==> src/rtl/edge_crop.sv <==
// Edge-magnitude crop stage: drops window-fill border, thresholds and saturates.
// Optional macro EDGE_CROP_BINARY_EN selects a binary edge map output.
`timescale 1ns/1ps
module edge_crop #(
  parameter int linewidth_px_p = 16,
  parameter int height_px_p    = 16,
  parameter int in_width_p     = 32,
  parameter int out_width_p    = 8
) (
  input  logic                   clk_i,
  input  logic                   reset_ni,
  input  logic                   valid_i,
  output logic                   ready_o,
  input  logic [in_width_p-1:0]  data_i,
  input  logic [in_width_p-1:0]  threshold_i,
  output logic                   valid_o,
  input  logic                   ready_i,
  output logic [out_width_p-1:0] data_o,
  output logic                   eol_o,
  output logic                   eof_o
);

  localparam int CW = $clog2(linewidth_px_p);
  localparam int RW = $clog2(height_px_p);

  logic [CW-1:0]         col;
  logic [RW-1:0]         row;
  logic                  accept;
  logic                  keep;
  logic                  last_col;
  logic                  last_row;
  logic [in_width_p:0]   ext;
  logic [in_width_p:0]   mag;
  logic                  below;
  logic                  sat;
  logic [out_width_p-1:0] pix;

  assign ready_o  = ~valid_o | ready_i;
  assign accept   = valid_i & ready_o;
  assign last_col = col == CW'(linewidth_px_p - 1);
  assign last_row = row == RW'(height_px_p - 1);
  assign keep     = (col >= CW'(2)) && (row >= RW'(2));

  // One extra bit so the most-negative sample has a representable magnitude
  assign ext   = {data_i[in_width_p-1], data_i};
  assign mag   = data_i[in_width_p-1] ? (~ext + (in_width_p+1)'(1)) : ext;
  assign below = mag < {1'b0, threshold_i};
  assign sat   = |mag[in_width_p:out_width_p];

  always_comb begin
    pix = '0;
`ifdef EDGE_CROP_BINARY_EN
    if (!below) pix = '1;
`else
    if (!below) pix = sat ? '1 : mag[out_width_p-1:0];
`endif
  end

  always_ff @(posedge clk_i or negedge reset_ni) begin
    if (!reset_ni) begin
      col <= '0;
      row <= '0;
    end else if (accept) begin
      if (last_col) begin
        col <= '0;
        row <= last_row ? '0 : row + RW'(1);
      end else begin
        col <= col + CW'(1);
      end
    end
  end

  always_ff @(posedge clk_i or negedge reset_ni) begin
    if (!reset_ni) begin
      valid_o <= 1'b0;
      data_o  <= '0;
      eol_o   <= 1'b0;
      eof_o   <= 1'b0;
    end else if (ready_o) begin
      valid_o <= accept & keep;
      data_o  <= (accept & keep) ? pix : '0;
      eol_o   <= accept & keep & last_col;
      eof_o   <= accept & keep & last_col & last_row;
    end
  end

endmodule
==> config.mk <==
export PLATFORM = sky130hd
export DESIGN_NAME = edge_crop
export DESIGN_NICKNAME = d
export VERILOG_FILES = /design/src/rtl/edge_crop.sv
export SDC_FILE = /design/constraint.sdc
export NUM_CORES = 1
export LEC_CHECK = 0
export ABC_AREA = 1
export CAP_MARGIN = 20
export CORE_MARGIN = 8
export CORE_UTILIZATION = 51
export CTS_BUF_LIST = sky130_fd_sc_hd__clkbuf_16
export CTS_CLUSTER_SIZE = 30
export DETAILED_ROUTE_END_ITERATION = 10
export GPL_TIMING_DRIVEN = 0
export PLACE_DENSITY = 0.91
export SLEW_MARGIN = 30
export SYNTH_ARGS = -nofsm -noshare
export SYNTH_HDL_FRONTEND = slang
export SYNTH_SLANG_ARGS = --single-unit
export TNS_END_PERCENT = 5
==> constraint.sdc <==
create_clock -name clk_i -period 1.9 [get_ports clk_i]
set_clock_uncertainty 0.2 [all_clocks]
set_input_delay 0.285 -clock clk_i [delete_from_list [all_inputs] [get_ports clk_i]]
set_output_delay 0.285 -clock clk_i [all_outputs]
set_load 0.1 [all_outputs]
# After elaboration in Yosys (flattened, before gate mapping)
# Cells that the tools add are included.
# W data, S select, Z words.
# totals
elab_cells	30
latch_bits	0
mem_bits_ro	0
memories	0
regBits	19
out_inout_bits	12
inputBits	68
ramBits	0
# classes
bitwise	7
order_cmp	3
reduce_logical	3
shift	0
n_mul	0
div_mod_pow	0
eq_ne	2
n_addsub	3
mux	6
# ops
operator	count
$add A33 B1 Y33 const B	1
$lt A33 B32 Y1	1
$mux W33	1
$not A33 Y33	1
$reduce_or A25 Y1	1
$mux W8	3
$add A4 B1 Y4 const B	2
$eq A4 B4 Y1 const B	2
$ge A4 B2 Y1 const B	2
$mux W4	2
$and A1 B1 Y1	4
$reduce_and A2 Y1	1
$logic_and A1 B1 Y1	1
$not A1 Y1	1
$or A1 B1 Y1	1

# Logic depth before layout (Yosys ltp)
# Gate-level depths: netlist of run 1.
# depth
depth_word	7
depth_mapped	23
ltp_nobuf	23

# Worst setup path after synthesis of run 1
# OpenSTA, ideal clock, no wires.
# synth_timing
path_type	register to register
startpoint	register valid_o
endpoint	register eof_o
stages_incl_launch_ff	9
setup_slack_ns	-0.832
n_path_buf	0
required_time_ns	1.617
setup_time_ns	0.083
period_less_slack_ns	2.732
arrival_time_ns	2.449
cell_sequence	dfrtp_1 inv_1 nor2_1 inv_1 nand2_1 inv_1 nand3_1 or2_2 o21ai_0
# synth_between
elab_chain_cells	6
# synth_rtl
element	line_no	rtl
start, declared	16	output logic valid_o,
start signal, assigned	80	valid_o <= accept & keep;
$not A1 Y1 (*)	38	assign ready_o = ~valid_o | ready_i;
$or A1 B1 Y1 (*)	38	
net ready_o	13	output logic ready_o,
$and A1 B1 Y1	39	assign accept = valid_i & ready_o;
$and A1 B1 Y1 (3 in a row)	83	eof_o <= accept & keep & last_col & last_row;
end signal, assigned	83	
end, declared	20	output logic eof_o
# The timed path passes the listed nets; every way through them passes the cells marked *.
# A chain may end at the register's enable or synchronous reset.

# Final worst setup path of run 1
# layout_timing
startpoint	input data_i[6]
endpoint	register data_o[7]
# layout_between
elab_chain_cells	7
elab_cells_between_ends	8
classes_between	add/sub (1); order compare (1); mux (4); bitwise (1); reduce/logical (1)
# layout_rtl
element	line_no	rtl
start, declared	14	input logic [in_width_p-1:0] data_i,
$not A33 Y33	46	assign mag = data_i[in_width_p-1] ? (~ext + (in_width_p+1)'(1)) : ext;
$add A33 B1 Y33	46	
$mux W33 (*)	46	
branches (longest 2 deep; another with $lt A33 B32 Y1)	n/a	
$mux W8 (*)	55	if (!below) pix = sat ? '1 : mag[out_width_p-1:0];
$mux W8 (*)	81	data_o <= (accept & keep) ? pix : '0;
end signal, assigned	81	
end, declared	18	output logic [out_width_p-1:0] data_o,
# Mark *: on every way between the ends.

==> results.sh, run 1 <==
export IMPL_status="complete, but fails checks"
export IMPL_violations="setup timing"
export IMPL_cts_max_level=1
export IMPL_maxSlewHeadroom_pct=35.8
export IMPL_critPathMaxStageDelay_ns=0.27
export IMPL_critPathMaxFanout=8
export IMPL_min_from="eol_o"
export IMPL_hold_violations=0
export IMPL_clock_sinks=19
export IMPL_dpl_worst_slack_ns=-1.68
export IMPL_min_delay_worst_endpoint="eol_o"
export IMPL_yosysSeqAreaShare_pct=15.3
export IMPL_routed_via_density=5.85
export IMPL_synthSimpleGateAreaFrac_pct=45.1
export IMPL_clk_latency_ns=0.26
export IMPL_synth_top_family_by_area="simple AND/OR/NAND/NOR gates"
export IMPL_nets=741
export IMPL_synthMuxAreaShare_pct=0
export IMPL_post_route_drc_count=0
export IMPL_start_kind="input pin"
export IMPL_slew_violations=0
export IMPL_grt_pass1_wl_mm=18.5
export IMPL_first_pass_iters=7
export IMPL_syn_avg_cell_area_um2=6.02
export IMPL_period_share_pct=149
export IMPL_synth_warnings=0
export IMPL_cpMostUsedCell="nand2_1"
export IMPL_synthAdderAreaFrac_pct=14.5
export IMPL_min_period_ns=2.83
export IMPL_num_fill_cells=349
export IMPL_power_density_nw_per_um2=562
export IMPL_required_ns=1.88
export IMPL_ant_nets=0
export IMPL_synth_compound_area_share_pct=8.11
export IMPL_syn_inst=515
export IMPL_synthXorXnorAreaFrac_pct=3.59
export IMPL_cap_violations=0
export IMPL_fp_row_count=28
export IMPL_hold_class="flip-flop to flip-flop"
export IMPL_dieArea_um2=8830
export IMPL_grt_start_max_net_pins=20
export IMPL_cts_buffer_depth=2
export IMPL_clock_fmax_mhz=353
export IMPL_cts_tree="built"
export IMPL_path_clk_slew_ns=0.06
export IMPL_hold_depth=2
export IMPL_area_growth_pct=57.4
export IMPL_synth_seq_cells=19
export IMPL_r2r_start="valid_o"
export IMPL_r2r_slack_ns=-0.14
export IMPL_vias=4157
export IMPL_worst_slew_pin_slew_ns=0.968
export IMPL_holdWs_ns=0.301
export IMPL_setup_viol=10
export IMPL_p_leak_nw=2.52
export IMPL_start_util_pct=52.7
export IMPL_place_inst=669
export IMPL_place_congestion=0.978
export IMPL_ys_types=35
export IMPL_dp_hpwl_mm=7.93
export IMPL_drtIter0Drc=381
export IMPL_drive_above_1_share_pct=36.6
export IMPL_cts_buffers=3
export IMPL_setup_worst_path_class="input pin to flip-flop"
export IMPL_crit_family="simple AND/OR/NAND/NOR gates"
export IMPL_fin_cells=711
export IMPL_portBuffers=79
export IMPL_setup_ws_ns=-0.932
export IMPL_grt_pass1_vias=3966
export IMPL_die_x_um=94.0
export IMPL_path_buf_inv=6
export IMPL_grt_antenna_before_repair=0
export IMPL_r2r_end="data_o[7]"
export IMPL_ir_drop_mv=0.992
export IMPL_synthesis_area_um2=3100
export IMPL_grt_overflow_total=0
export IMPL_critical_path_endpoint_type="flip-flop"
export IMPL_grt_usage_pct=25.5
export IMPL_io_pins=80
export IMPL_rsz0062_at_grt="yes"
export IMPL_root_buffer="clkbuf_16"
export IMPL_fp_dieH_um=94.0
export IMPL_finish_utilization_pct=82.9
export IMPL_antennaDiodeCount=0
export IMPL_startpoint="data_i[6]"
export IMPL_core_um2=5890
export IMPL_slowest_stage="ha_4"
export IMPL_reg2regPathDepth=11
export IMPL_worstPathCellList="buf_4 > nor2_4 > buf_4 > nand2_4 > nor2_8 > buf_4 > nand3_1 > nand2_1 > nand2_1 > nand2_2 > inv_1 > ha_4 > nand2_1 > nor2_2 > nand4_1 > inv_2 > nand2_1 > nand2_2 > nand2_1 > nand3_2 > nand2_2 > clkinv_4 > nand2_2 > nand2_1"
export IMPL_wl_mm=13.0
export IMPL_cp_data_arrival_time_ns=2.82
export IMPL_syn_num_nets=619
export IMPL_post_drt_wl_per_cell_um=18.3
==> cells in the final DEF (no fill, tap or decap), drive strengths merged, types with 16 or more instances in the layout <==
cell type      synthesis  routed
o21ai                 23      23
clkdlybuf4s50          0      35
buf                    4      59
dfrtp                 19      19
clkdlybuf4s15          0      16
nor2                  67      67
ha                    36      36
a21oi                 17      17
nand3                 50      50
inv                  102     100
nand2                161     161
==> registers in the layout, summed over array words and instances, names as in the netlist <==
| name | cells |
|---|---|
| data_o | 8 |
| col | 4 |
| row | 4 |
| eof_o | 1 |
| eol_o | 1 |
| valid_o | 1 |
==> synthesized netlist by cell type, drive strengths merged <==
library cell    n  area (µm²)
nand2         161         657
inv           102         383
nor2           67         352
nand3          50         268
ha             36         450
o21ai          23         130
dfrtp          19         475
a21oi          17        85.1
xor2           11         111
nand4          10        62.6
buf             4        27.5
nor3            4        20.0
nand3b          2        18.8
or2             2        12.5
a21o            1        7.51
a31oi           1        6.26
clkbuf          1        3.75
nor4            1        6.26
o211ai          1        7.51
o21a            1        7.51
o21bai          1        7.51
==> worst reg2reg max path, delay by kind of cell (launching register included) <==
kind                   cells  cell delay [ns]
buffers and inverters      5             0.51
DFF                        1             0.40
and+or+nand+nor            6             0.80
==> per-stage QoR <==
step / instance area [µm²] / power [mW] / setup TNS (ns)
3_3_place_gp: 4030 / 1.94 / -14.10
4_1_cts: 4550 / 2.53 / -6.92
6_report: 4880 / 2.74 / -7.62
2_1_floorplan: 3140 / 1.55 / -8.14
5_1_grt: 4880 / 2.89 / -9.05
3_5_place_dp: 4030 / 2.01 / -15.87
==> layer usage <==
| layer | global-route usage [%] | wire length, µm |
|---|---|---|
| met1 | 28.4 | 4560 |
| met5 | 0 | 0 |
| met4 | 11.0 | 944 |
| met2 | 46.0 | 6300 |
| met3 | 4.64 | 1200 |
==> cell type report <==
class / instances / area (µm²) / share of cell area, %
multi-input combinational: 389 / 2770 / 56.8
timing repair buffer: 117 / 1010 / 20.8
sequential: 19 / 479 / 9.82
inverter: 102 / 397 / 8.13
tap: 75 / 93.8 / 1.92
clock buffer: 3 / 75.1 / 1.54
buffer: 5 / 43.8 / 0.898
clock inverter: 1 / 5.00 / 0.103
==> cells by family (layout without fill, tap and decap cells) <==
family	count (synthesis)	count (layout)
adders and majority gates	36	36
buffers and inverters	107	228
AOI/OAI and AO/OA	45	45
xor gates and xnor gates	11	11
and+or+nand+nor	297	297
DFF	19	19
==> timing repair <==
action                                  in CTS  in global routing
buffers inserted                            27                 10
endpoints found under the setup margin      20                 14
gates resized for setup                    188                 99
hold buffers                                 0                  1
pin swaps                                   65                 44
endpoints found under the hold margin        0                 19
==> where the power goes <==
part           leakage (nW)  total (mW)  internal, mW  switching [mW]
sequential            0.241       0.668         0.533           0.135
clock                0.0409       0.438         0.282           0.155
combinational          2.24        1.63         0.552            1.08
total                  2.52        2.74          1.37            1.37
==> how the worst max path moves through the flow <==
stage / end / depth (start not counted)
3_5_place_dp: data_o[2] / 21
5_1_grt: data_o[7] / 24
4_1_cts: data_o[2] / 21
2_1_floorplan: data_o[0] / 20
3_3_place_gp: data_o[0] / 20
6_report: data_o[7] / 24
Note: power is estimated with default switching activity, not from simulation.
==> inputs of run 2 (changes only) <==
Settings changed: CTS_CLUSTER_DIAMETER from default to 40.
==> results of run 2 <==
No change in the layout: final DEF, timing and power equal those of run 1.
==> inputs of run 3 (changes only) <==
--- a/config.mk
+++ b/config.mk
@@ -13,3 +13,2 @@
 export CTS_CLUSTER_DIAMETER = 40
-export CTS_CLUSTER_SIZE = 30
 export DETAILED_ROUTE_END_ITERATION = 10
@@ -17,3 +16,2 @@
 export PLACE_DENSITY = 0.91
-export SLEW_MARGIN = 30
 export SYNTH_ARGS = -nofsm -noshare
--- a/constraint.sdc
+++ b/constraint.sdc
@@ -4,2 +4,2 @@
 set_output_delay 0.285 -clock clk_i [all_outputs]
-set_load 0.1 [all_outputs]
+set_load 0.02 [all_outputs]
==> run 3 against run 2 <==
The flow still finishes with violations (setup timing). Clock power about the same. Die area unchanged. Sequential power decreased by 4.8%. Design area decreased by 4.0%.
==> results.sh, run 3 (synthesized netlist as in run 1, its figures left out) <==
export IMPL_power_switching_mw=1.07
export IMPL_setup_worst_path_class="input pin to flip-flop"
export IMPL_cap_violations=0
export IMPL_grt_pass1_wl_mm=17.7
export IMPL_rsz0062_at_grt="yes"
export IMPL_min_period_ns=3.03
export IMPL_clock_sinks=19
export IMPL_drt_met1_wl_mm=4.63
export IMPL_seqPwrFrac_pct=26.3
export IMPL_drtIter0Drc=442
export IMPL_period_share_pct=160
export IMPL_start_kind="input pin"
export IMPL_maxUsedRoutingLayer="met4"
export IMPL_drive_above_1_share_pct=29.7
export IMPL_cts_buffer_depth=2
export IMPL_post_route_drc_count=0
export IMPL_place_congestion=0.941
export IMPL_multi_input_area_um2=2670
export IMPL_grt_usage_pct=24.5
export IMPL_slew_violations=0
export IMPL_swShare_pct=44.1
export IMPL_cts_max_level=1
export IMPL_routed_via_density=5.82
export IMPL_post_drt_wl_per_cell_um=17.8
export IMPL_top_register="data_o"
export IMPL_dpl_cell_area_um2=4020
export IMPL_first_pass_iters=5
export IMPL_wl_met3_mm=1.25
export IMPL_worst_slew_pin_slew_ns=0.848
export IMPL_cts_tree="built"
export IMPL_reg_top3="data_o: 8 flops, col: 4 flops, row: 4 flops"
export IMPL_area_growth_pct=51.1
export IMPL_grt_start_max_net_pins=20
export IMPL_pwr_share_comb_pct=55.5
export IMPL_required_ns=1.89
export IMPL_clk_latency_ns=0.25
export IMPL_dieArea_um2=8830
export IMPL_cp_data_arrival_time_ns=3.02
export IMPL_area_sequential_um2=475
export IMPL_grt_overflow_total=0
export IMPL_hold_depth=2
export IMPL_maxSlewHeadroom_pct=43.3
export IMPL_nets=728
export IMPL_layout_commonest_cell="nand2_1"
export IMPL_die_x_um=94.0
export IMPL_p_int_mw=1.35
export IMPL_violations="setup timing"
export IMPL_start_util_pct=52.7
export IMPL_setup_viol=9
export IMPL_vias=4059
export IMPL_dp_hpwl_mm=7.92
export IMPL_critical_path_endpoint_type="flip-flop"
export IMPL_antennaDiodeCount=0
export IMPL_fp_row_count=28
export IMPL_clock_power_share_pct=18.2
export IMPL_dpl_worst_slack_ns=-1.72
export IMPL_p_leak_nw=2.42
export IMPL_wl_met2_mm=5.71
export IMPL_status="complete, but fails checks"
export IMPL_largest_register_ffs=8
export IMPL_hold_violations=0
export IMPL_hold_buffers=0
export IMPL_ir_drop_mv=0.712
export IMPL_ant_nets=0
export IMPL_mostFrequentLayoutCells="111 x nand2_1, 91 x inv_1, 47 x clkdlybuf4s50_1"
export IMPL_path_clk_slew_ns=0.06
export IMPL_hold_class="flip-flop to flip-flop"
export IMPL_critPathMaxFanout=8
export IMPL_reg2regPathDepth=7
export IMPL_clock_fmax_mhz=330
export IMPL_grt_pass1_vias=3851
export IMPL_setup_ws_ns=-1.13
export IMPL_core_um2=5890
export IMPL_cts_buffers=3
export IMPL_fp_dieH_um=94.0
export IMPL_portBuffers=79
export IMPL_grt_antenna_before_repair=0
export IMPL_stdcell_area_um2=4680
export IMPL_power_density_nw_per_um2=517
export IMPL_num_fill_cells=369
export IMPL_root_buffer="clkbuf_16"
export IMPL_io_pins=80
export IMPL_wl_mm=12.4
==> run 3: stage by stage <==
| stage | hold slack (ns) | setup TNS, ns | cells | utilization [%] | power, mW |
|---|---|---|---|---|---|
| 2_1_floorplan | -0.211 | -4.46 | 515 | - | 1.27 |
| 3_3_place_gp | 0.265 | -12.59 | 669 | 68.3 | 1.66 |
| 3_5_place_dp | 0.269 | -14.13 | 669 | 68.3 | 1.71 |
| 4_1_cts | 0.284 | -6.98 | 695 | 76.4 | 2.23 |
| 5_1_grt | 0.295 | -9.71 | 698 | 79.6 | 2.55 |
| 6_report | 0.285 | -9.05 | 698 | 79.6 | 2.42 |
==> run 3: worst max-delay path, cell delays in order <==
cell and delay, ns:
clkdlybuf4s15_2 0.22, nor2_2 0.18, nand2_2 0.15, nor2_8 0.14
buf_4 0.14, nand3_1 0.11, nand2_1 0.14, nand2_1 0.10
nand2_1 0.10, inv_1 0.06, ha_1 0.29, nand2_2 0.09
nor2_4 0.12, nand4_1 0.13, inv_2 0.10, nand2_1 0.06
nand2_1 0.10, nand2_1 0.06, nand3_1 0.10, nand2_2 0.08
clkinv_4 0.10, nand2_2 0.07, nand2_1 0.06
==> run 3: layer usage <==
| metal | track usage [%] | vias to the layer above |
|---|---|---|
| li1 | - | 1831 |
| met1 | 27.7 | 1824 |
| met2 | 43.7 | 307 |
| met3 | 4.88 | 97 |
| met4 | 9.78 | 0 |
| met5 | 0 | - |
==> run 3: what timing repair did <==
action | 4_1_cts | 5_1_grt
endpoints found under the setup margin | 9 | 12
buffers inserted | 22 | 3
pin swaps | 58 | 29
gates resized for setup | 123 | 71
hold endpoints to repair | 0 | 0
==> run 3: final cells by class <==
cell class | instances | area share (%)
multi-input cells | 389 | 56.9
repair buffers | 104 | 19.9
flip-flops and latches | 19 | 10.2
inverters | 102 | 8.60
well taps | 75 | 2.00
clock buffers | 3 | 1.60
plain buffers | 5 | 0.748
clock inverters | 1 | 0.107
==> run 3: worst paths after layout <==
kind / from / to / slack [ns]
max in group asynchronous: reset_ni / data_o[4] / 0.66
hold / removal: eof_o / eof_o / 0.28
setup / recovery: data_i[3] / data_o[6] / -1.13
hold reg to reg: eof_o / eof_o / 0.28
setup reg to reg: col[1] / row[3] / -0.07
min in group asynchronous: reset_ni / valid_o / 0.32
==> run 3: power groups by stage <==
stage	Sequential [mW]	Combinational (mW)	Clock (mW)
2_1_floorplan	0.660	0.608	0
3_3_place_gp	0.621	1.04	0
3_5_place_dp	0.629	1.08	0
4_1_cts	0.626	1.17	0.437
5_1_grt	0.647	1.46	0.450
6_report	0.636	1.34	0.441
